### src/rtl/timer_arbiter.sv
// Round-robin arbiter that lends a shared counter4 to one of two requesters and
// times a per-requester terminal count. Optional overrun checking: TIMER_ARB_ERR_CHECK_EN.
module timer_arbiter (
    input  logic       clk,
    input  logic       reset,
    input  logic [1:0] req,
    input  logic [3:0] len0,
    input  logic [3:0] len1,
    input  logic [3:0] cnt_count,
    output logic [1:0] grant,
    output logic [1:0] done,
    output logic       cnt_enable,
    output logic       cnt_reset_n,
`ifdef TIMER_ARB_ERR_CHECK_EN
    output logic       err,
`endif
    output logic [1:0] state_dbg
);

    typedef enum logic [1:0] {
        IDLE  = 2'd0,
        CLEAR = 2'd1,
        RUN   = 2'd2,
        DONE  = 2'd3
    } state_t;

    state_t     state_q, state_d;
    logic [1:0] grant_q, grant_d;
    logic [3:0] len_q, len_d;
    logic       last_q, last_d;   // index of the requester served most recently
    logic       run_en;
    logic       win;
    logic       g_idx;
    logic       req_g;
`ifdef TIMER_ARB_ERR_CHECK_EN
    logic       err_q, err_d;
`endif

    // With both requesting, the one not served last wins.
    assign win   = (req == 2'b11) ? ~last_q : req[1];
    assign g_idx = grant_q[1];
    assign req_g = |(req & grant_q);

    always_comb begin
        state_d = state_q;
        grant_d = grant_q;
        len_d   = len_q;
        last_d  = last_q;
        run_en  = 1'b0;
`ifdef TIMER_ARB_ERR_CHECK_EN
        err_d   = err_q;
`endif
        case (state_q)
            IDLE: begin
                if (req != 2'b00) begin
                    grant_d = win ? 2'b10 : 2'b01;
                    len_d   = win ? len1 : len0;
                    state_d = CLEAR;
                end
            end
            CLEAR: begin
                if (!req_g) begin
                    state_d = IDLE;
                    grant_d = 2'b00;
                    last_d  = g_idx;
                end else begin
                    state_d = RUN;
                end
            end
            RUN: begin
                if (!req_g) begin
                    state_d = IDLE;
                    grant_d = 2'b00;
                    last_d  = g_idx;
`ifdef TIMER_ARB_ERR_CHECK_EN
                end else if (cnt_count > len_q) begin
                    err_d   = 1'b1;
                    state_d = IDLE;
                    grant_d = 2'b00;
                    last_d  = g_idx;
`endif
                end else begin
                    run_en = (cnt_count != len_q);
                    if (cnt_count == len_q) begin
                        state_d = DONE;
                    end
                end
            end
            DONE: begin
                state_d = IDLE;
                grant_d = 2'b00;
                last_d  = g_idx;
            end
            default: begin
                state_d = IDLE;
                grant_d = 2'b00;
            end
        endcase
    end

    always_ff @(posedge clk) begin
        if (reset) begin
            state_q <= IDLE;
            grant_q <= 2'b00;
            len_q   <= 4'd0;
            last_q  <= 1'b1;
`ifdef TIMER_ARB_ERR_CHECK_EN
            err_q   <= 1'b0;
`endif
        end else begin
            state_q <= state_d;
            grant_q <= grant_d;
            len_q   <= len_d;
            last_q  <= last_d;
`ifdef TIMER_ARB_ERR_CHECK_EN
            err_q   <= err_d;
`endif
        end
    end

    // Outputs are gated by reset so the counter is held clear for the whole reset window.
    assign grant       = reset ? 2'b00 : grant_q;
    assign done        = (!reset && state_q == DONE) ? grant_q : 2'b00;
    assign cnt_enable  = !reset && run_en;
    assign cnt_reset_n = !reset && (state_q != CLEAR);
    assign state_dbg   = state_q;
`ifdef TIMER_ARB_ERR_CHECK_EN
    assign err         = err_q;
`endif

endmodule

### config.mk
export PLATFORM = sky130hd
export DESIGN_NAME = timer_arbiter
export DESIGN_NICKNAME = d
export VERILOG_FILES = /design/src/rtl/timer_arbiter.sv
export SDC_FILE = /design/constraint.sdc
export NUM_CORES = 1
export LEC_CHECK = 0
export CAP_MARGIN = 20
export CORE_UTILIZATION = 31
export CTS_CLUSTER_DIAMETER = 120
export DETAILED_ROUTE_END_ITERATION = 7
export MAX_ROUTING_LAYER = met4
export PLACE_DENSITY = 0.64
export SYNTH_ARGS = -nofsm -noshare
export SYNTH_HDL_FRONTEND = slang
export SYNTH_SLANG_ARGS = --single-unit
### constraint.sdc
create_clock -name clk -period 1.6 [get_ports clk]
set_input_delay 0.32 -clock clk [delete_from_list [all_inputs] [get_ports clk]]
set_output_delay 0.32 -clock clk [all_outputs]
set_load 0.02 [all_outputs]
==> reports/summary.txt, run 1 <==
Inserted Clock Buffers: 3
Gate Count Post-Synth: 65
Complex-gate fraction of the synthesized area: 25.1%
Die X: 46.3 microns
FF+latch area: 185 sq um
Post-route ant nets: 0
Critical-path top delay cell: dfxtp_2
Fmax: 611 MHz
Result of the run: finished with violations
Clk root buf: clkbuf_4
Vias in the first global route: 561
Worst Skew: 2.46 ps
Failing checks: setup timing
Clock Path Buffers: 2
Finished layout cell area: 1090 sq um
Power Density: 645 nW/um^2
Drt drc: 0
Gpl congestion: 0.767
Tcrit/Tclk final: 102%
Number of DRC markers in iteration 0: 4
CP peak stage delay: 330 ps
Worst-path maximum fanout: 2
Drt wl/cell: 11.6 microns
Num ports: 24
Worst EP arrival: 1320 ps
Syn Std Cell Area: 608 sq um
FP Rows: 15
Total GRT Usage: 15.9%
Simple-Gate Fraction of Synth Area: 17.3%
Crit path cell chain: xor2_2 > nor4_4 > nor3_2 > buf_4
XOR/XNOR Fraction of Synth Area: 5.76%
Max-slew violations: 0
Synth warn: 0
CTS tree: built
Post-placement cell area: 1010 sq um
DR vias/cell: 4.66
CP Data Required Time: 1280 ps
First-pass GRT wire length: 2290 microns
Fillcell total: 154
1st-pass router iterations: 4
WHS Path Cells: 2
Total wire length: 1590 microns
Gr ovfl total: 0
Final Worst Setup Slack: -35.6 ps
CTS H-Tree Depth: 1
Fin. Hold Viols: 0
Setup crit end kind: output port
Dpl hpwl: 1150 microns
Post-synthesis average cell area: 9.36 sq um
Max VDD drop: 407 uV
Initial antenna violation count: 0
Distinct cells, synth: 27
Inserted Diodes: 0
Worst-Margin Slew: 307 ps
Initial Utilization: 34.1%
Tmin final: 1640 ps
Worst Setup Path Type: reg2out
#FFs+latches synth: 9
Die ar.: 2140 sq um
Worst-Skew Late Latency: 250 ps
Final setup viols: 1
Vias: 638
Hold_buf cts: 0
Area growth syn-to-layout: 79.2%
Worst setup SP type: register
CTS clk-pin slew, worst paths: 60 ps
Setup WS pre-CTS: -579 ps
HP Class: reg2reg
Fraction of layout instances using a drive strength above 1: 41.1%
Port buffer count: 23
Synth Area in Adders: 10.3%
Mux cell area share after synthesis: 8.23%
Mapped Nets: 86
Sequential share of the synthesized area: 29.6%
Pin count of the biggest net entering global routing: 9
Area occupied by multi-input gates: 463 sq um
Number of max-cap violations: 0
CTS sink cnt: 9
Vert. Die Dim: 46.3 microns
RSZ-0062 raised after global routing: yes
Core Region: 1780 sq um
Slew HR: 79.5%
Final nets: 134
Lkg Pwr: 0.510 nW
Cells on worst reg2reg path: 6
Main combinational cell family by area after synthesis: compound AO/OA/AOI/OAI gates
## timing repair
item                                    CTS  global route
endpoints found under the setup margin    9             7
buffers inserted                          1             1
resized for setup                        25            15
pin swaps                                 2             4
## cell type report
type	instances	share of cell area, %
Tap cell	25	2.87
Multi-Input combinational cell	51	42.5
Clock buffer	4	2.41
Timing Repair Buffer	45	34.2
Inverter	3	1.03
Sequential cell	9	17.0
## layout by cell type, fill, tap and decap left out, types with 2 or more instances in the layout
cell type / Yosys / final
buf_2: 0 / 3
xor2_2: 0 / 2
and3b_1: 2 / 2
dfxtp_2: 0 / 4
clkdlybuf4s50_1: 0 / 11
clkbuf_4: 0 / 3
dlygate4sd2_1: 0 / 6
nor2_1: 9 / 9
inv_1: 3 / 3
a211oi_1: 4 / 4
a22oi_2: 0 / 2
dfxtp_1: 9 / 5
nor2b_1: 3 / 3
ha_1: 5 / 4
buf_4: 1 / 23
mux2i_1: 5 / 4
xor2_1: 4 / 2
o21a_1: 2 / 2
## sequential cells by signal, indices dropped and copies added (netlist names)
name       count
grant_q        2
last_q         1
len_q          4
state_dbg      2
## power breakdown
group / total [W] / switching [W] / leakage, nW / internal (W)
logic: 0.000266 / 0.000115 / 0.419 / 0.000150
registers: 0.000266 / 0.0000180 / 0.0758 / 0.000248
clock network: 0.000171 / 0.0000754 / 0.0150 / 0.0000959
## Yosys cell counts (all sizes together)
| cell type | instances | area [sq um] |
|---|---|---|
| a211o | 1 | 8.76 |
| a211oi | 4 | 30.0 |
| a21boi | 2 | 26.3 |
| a21o | 1 | 7.51 |
| a21oi | 1 | 5.00 |
| a22o | 1 | 10.0 |
| a22oi | 3 | 22.5 |
| and3b | 2 | 17.5 |
| buf | 1 | 7.51 |
| clkbuf | 1 | 3.75 |
| dfxtp | 9 | 180 |
| ha | 5 | 62.6 |
| inv | 3 | 11.3 |
| mux2i | 5 | 50.1 |
| nand2 | 1 | 3.75 |
| nor2 | 9 | 33.8 |
| nor2b | 3 | 18.8 |
| nor3 | 1 | 5.00 |
| nor3b | 1 | 7.51 |
| nor4 | 2 | 18.8 |
| o21a | 2 | 15.0 |
| o21ai | 1 | 5.00 |
| o21ba | 1 | 10.0 |
| o31ai | 1 | 12.5 |
| xor2 | 4 | 35.0 |
## routing by layer
layer / part of all wire, % / up-vias / global-route usage (%)
met5: 0 / - / -
met4: 1.1 / 0 / 7.06
met3: 2.5 / 2 / 5.88
met2: 52 / 14 / 25.6
met1: 44 / 294 / 17.4
li1: - / 328 / -
## worst paths after layout
path / startpoint / endpoint / slack (ps)
setup / recovery: len_q[2]$_SDFFE_PP0P_ / cnt_enable / -40
setup reg to reg: state_dbg[1]$_SDFFE_PP0P_ / last_q$_SDFFE_PP1P_ / 80
hold / removal: len_q[0]$_SDFFE_PP0P_ / len_q[0]$_SDFFE_PP0P_ / 520
hold reg to reg: len_q[0]$_SDFFE_PP0P_ / len_q[0]$_SDFFE_PP0P_ / 520
## per-stage QoR
stage / power [W] / cells / utilization [%] / hold WS [ps] / setup TNS, ps
floorplan: 0.000381 / 65 / - / 475 / 0
global placement: 0.000503 / 131 / 56.6 / 512 / -3100
detailed placement: 0.000506 / 131 / 56.6 / 515 / -3230
CTS: 0.000684 / 136 / 57.5 / 527 / -124
global route: 0.000752 / 137 / 61.1 / 542 / -114
finish: 0.000703 / 137 / 61.1 / 517 / -35.6
## logic make-up (layout without fill, tap and decap cells)
family                   count (synthesis)  count (layout)
flip-flops                               9               9
AND/OR/NAND/NOR                         19              19
multiplexers                             5               5
AO/OA/AOI/OAI                           18              18
XOR/XNOR                                 4               4
buffers and inverters                    5              52
adder cells (fa/ha/maj)                  5               5
## worst max-delay path: cells and delay by family (launching register included)
family | cells | cell delay [ps]
flops | 1 | 330
xor+xnor | 1 | 160
simple gates | 2 | 410
buf+inv | 1 | 160
(Power assumes the default switching activity.)
==> run 2: changes to the inputs <==
--- a/config.mk
+++ b/config.mk
@@ -10,7 +10,6 @@
 export CTS_CLUSTER_DIAMETER = 120
 export DETAILED_ROUTE_END_ITERATION = 7
 export MAX_ROUTING_LAYER = met4
-export PLACE_DENSITY = 0.64
 export SYNTH_ARGS = -nofsm -noshare
 export SYNTH_HDL_FRONTEND = slang
 export SYNTH_SLANG_ARGS = --single-unit
==> reports/summary.txt, run 2 (same netlist as run 1, synthesis figures left out) <==
Register-to-register setup slack: 110 ps
Final non-filler cell total: 136
Worst-path maximum fanout: 2
First-pass GRT wire length: 2420 microns
CP peak stage delay: 490 ps
Vert. Die Dim: 46.3 microns
CTS sink cnt: 9
RSZ-0062 raised after global routing: yes
Die X: 46.3 microns
Gpl congestion: 0.777
CTS H-Tree Depth: 1
Inserted Clock Buffers: 3
Worst r2r src: state_dbg[1]$_SDFFE_PP0P_
Number of max-cap violations: 0
Most frequent cells in the layout: buf_4, nor2_1, clkdlybuf4s50_1
Total wire length: 1490 microns
Post-route ant nets: 0
Hold Crit Endpoint: len_q[0]$_SDFFE_PP0P_
Total GRT Usage: 15.8%
1st-pass router iterations: 4
Initial antenna violation count: 0
Tmin final: 1650 ps
FP Rows: 15
Reg2reg end: last_q$_SDFFE_PP1P_
Fraction of layout instances using a drive strength above 1: 43.2%
Setup crit end kind: output port
Hold wc startpoint: len_q[0]$_SDFFE_PP0P_
Pin count of the biggest net entering global routing: 9
Crit path cell chain: clkdlybuf4s50_1 > a22o_2 > nand2_2 > nor3_2 > buf_4
DR vias/cell: 4.74
Gr ovfl total: 0
Num ports: 24
Final setup viols: 1
Slew HR: 82.3%
Final hold slack: 505 ps
Drt wl/cell: 10.9 microns
Worst-Margin Slew: 265 ps
Tot Pwr: 0.000690 W
Port buffer count: 23
Core Region: 1780 sq um
Drt drc: 0
Max-slew violations: 0
Vias in the first global route: 628
Inserted Diodes: 0
Post-Place Cells: 131
Power Density: 639 nW/um^2
Reg with most FFs: len_q
Result of the run: finished with violations
Clk root buf: clkbuf_4
Tcrit/Tclk final: 103%
Cells on worst reg2reg path: 6
Most common cell after layout, fill and taps aside: buf_4
Critical-path top delay cell: clkdlybuf4s50_1
CP Data Required Time: 1280 ps
Max VDD drop: 416 uV
Fmax: 605 MHz
Clock Path Buffers: 2
Die ar.: 2140 sq um
Vias: 644
Number of DRC markers in iteration 0: 6
Family with the most delay on the worst path: buffers and inverters
WHS Path Cells: 2
Worst Setup Path Type: in2out
Hold_buf cts: 0
Fin. Hold Viols: 0
CP Buf/Inv Count: 2
CTS tree: built
Area growth syn-to-layout: 77.6%
Final nets: 133
Failing checks: setup timing
CTS clk-pin slew, worst paths: 60 ps
Worst-Skew Late Latency: 260 ps
Dpl hpwl: 1180 microns
Lkg Pwr: 0.502 nW
HP Class: reg2reg
Worst setup SP type: input port
Worst Skew: 1.24 ps
Initial Utilization: 34.1%
Largest register FFs: 4
Final Worst Setup Slack: -52.5 ps
Worst EP arrival: 1330 ps
## run 2: cell types whose count changed in the layout (fill, tap and decap cells not counted), sizes merged
cell / delta
buf: -1
dlygate4sd2: +1
clkdlybuf4s50: -2
clkdlybuf4s15: +1
## run 2: worst min-delay path, stage by stage, from the launching register on
cell and delay (ps):
dfxtp_2 320, nor2_1 90, a211oi_1 50
## run 2: per-stage QoR
stage / worst slack (ps) / TNS, ps / util [%] / cell area [sq um]
after CTS: -82.3 / -82.3 / 57.5 / 1030
final: -52.5 / -52.5 / 60.6 / 1080
after detailed placement: -626 / -3550 / 56.6 / 1010
after floorplan: 26.9 / 0 / - / 608
after global routing: -86.3 / -86.3 / 60.6 / 1080
after global placement: -595 / -3590 / 56.6 / 1010
## run 2: metal layers
layer	GRT usage [%]	vias to the layer above	part of all wire, %
met5	-	-	0
met4	5.29	0	0.40
met3	2.35	2	4.6
met2	26.5	20	52
met1	19.2	297	43
li1	-	325	-
## run 2: worst max path at each step
stage / cells after the start / slack [ps] / endpoint / startpoint
5_1_grt: 4 / -90 / cnt_enable / len_q[0]$_SDFFE_PP0P_
3_3_place_gp: 5 / -590 / cnt_enable / cnt_count[1]
2_1_floorplan: 5 / 30 / last_q$_SDFFE_PP1P_ / state_dbg[0]$_SDFFE_PP0P_
4_1_cts: 5 / -80 / cnt_enable / cnt_count[1]
6_report: 5 / -50 / cnt_enable / req[0]
3_5_place_dp: 5 / -630 / cnt_enable / cnt_count[1]
## run 2: timing repair
item	4_1_cts	5_1_grt
resized for setup	33	13
gates cloned	0	0
buffers inserted	0	1
pin swaps	3	4
endpoints found under the hold margin	0	0
endpoints found under the setup margin	10	9
## run 2: layout make-up
class	instances	area [sq um]
fill	163	703
multi-input combinational	51	459
timing repair buffer	44	367
sequential	9	185
inverter	3	11.3
clock buffer	4	26.3
tap	25	31.3
## run 2: report_power, final
part | switching, W | total [W] | leakage [nW] | internal [W]
registers | 0.0000153 | 0.000263 | 0.0758 | 0.000248
clock network | 0.0000820 | 0.000178 | 0.0150 | 0.0000962
logic | 0.000110 | 0.000248 | 0.412 | 0.000139
total | 0.000207 | 0.000690 | 0.502 | 0.000483
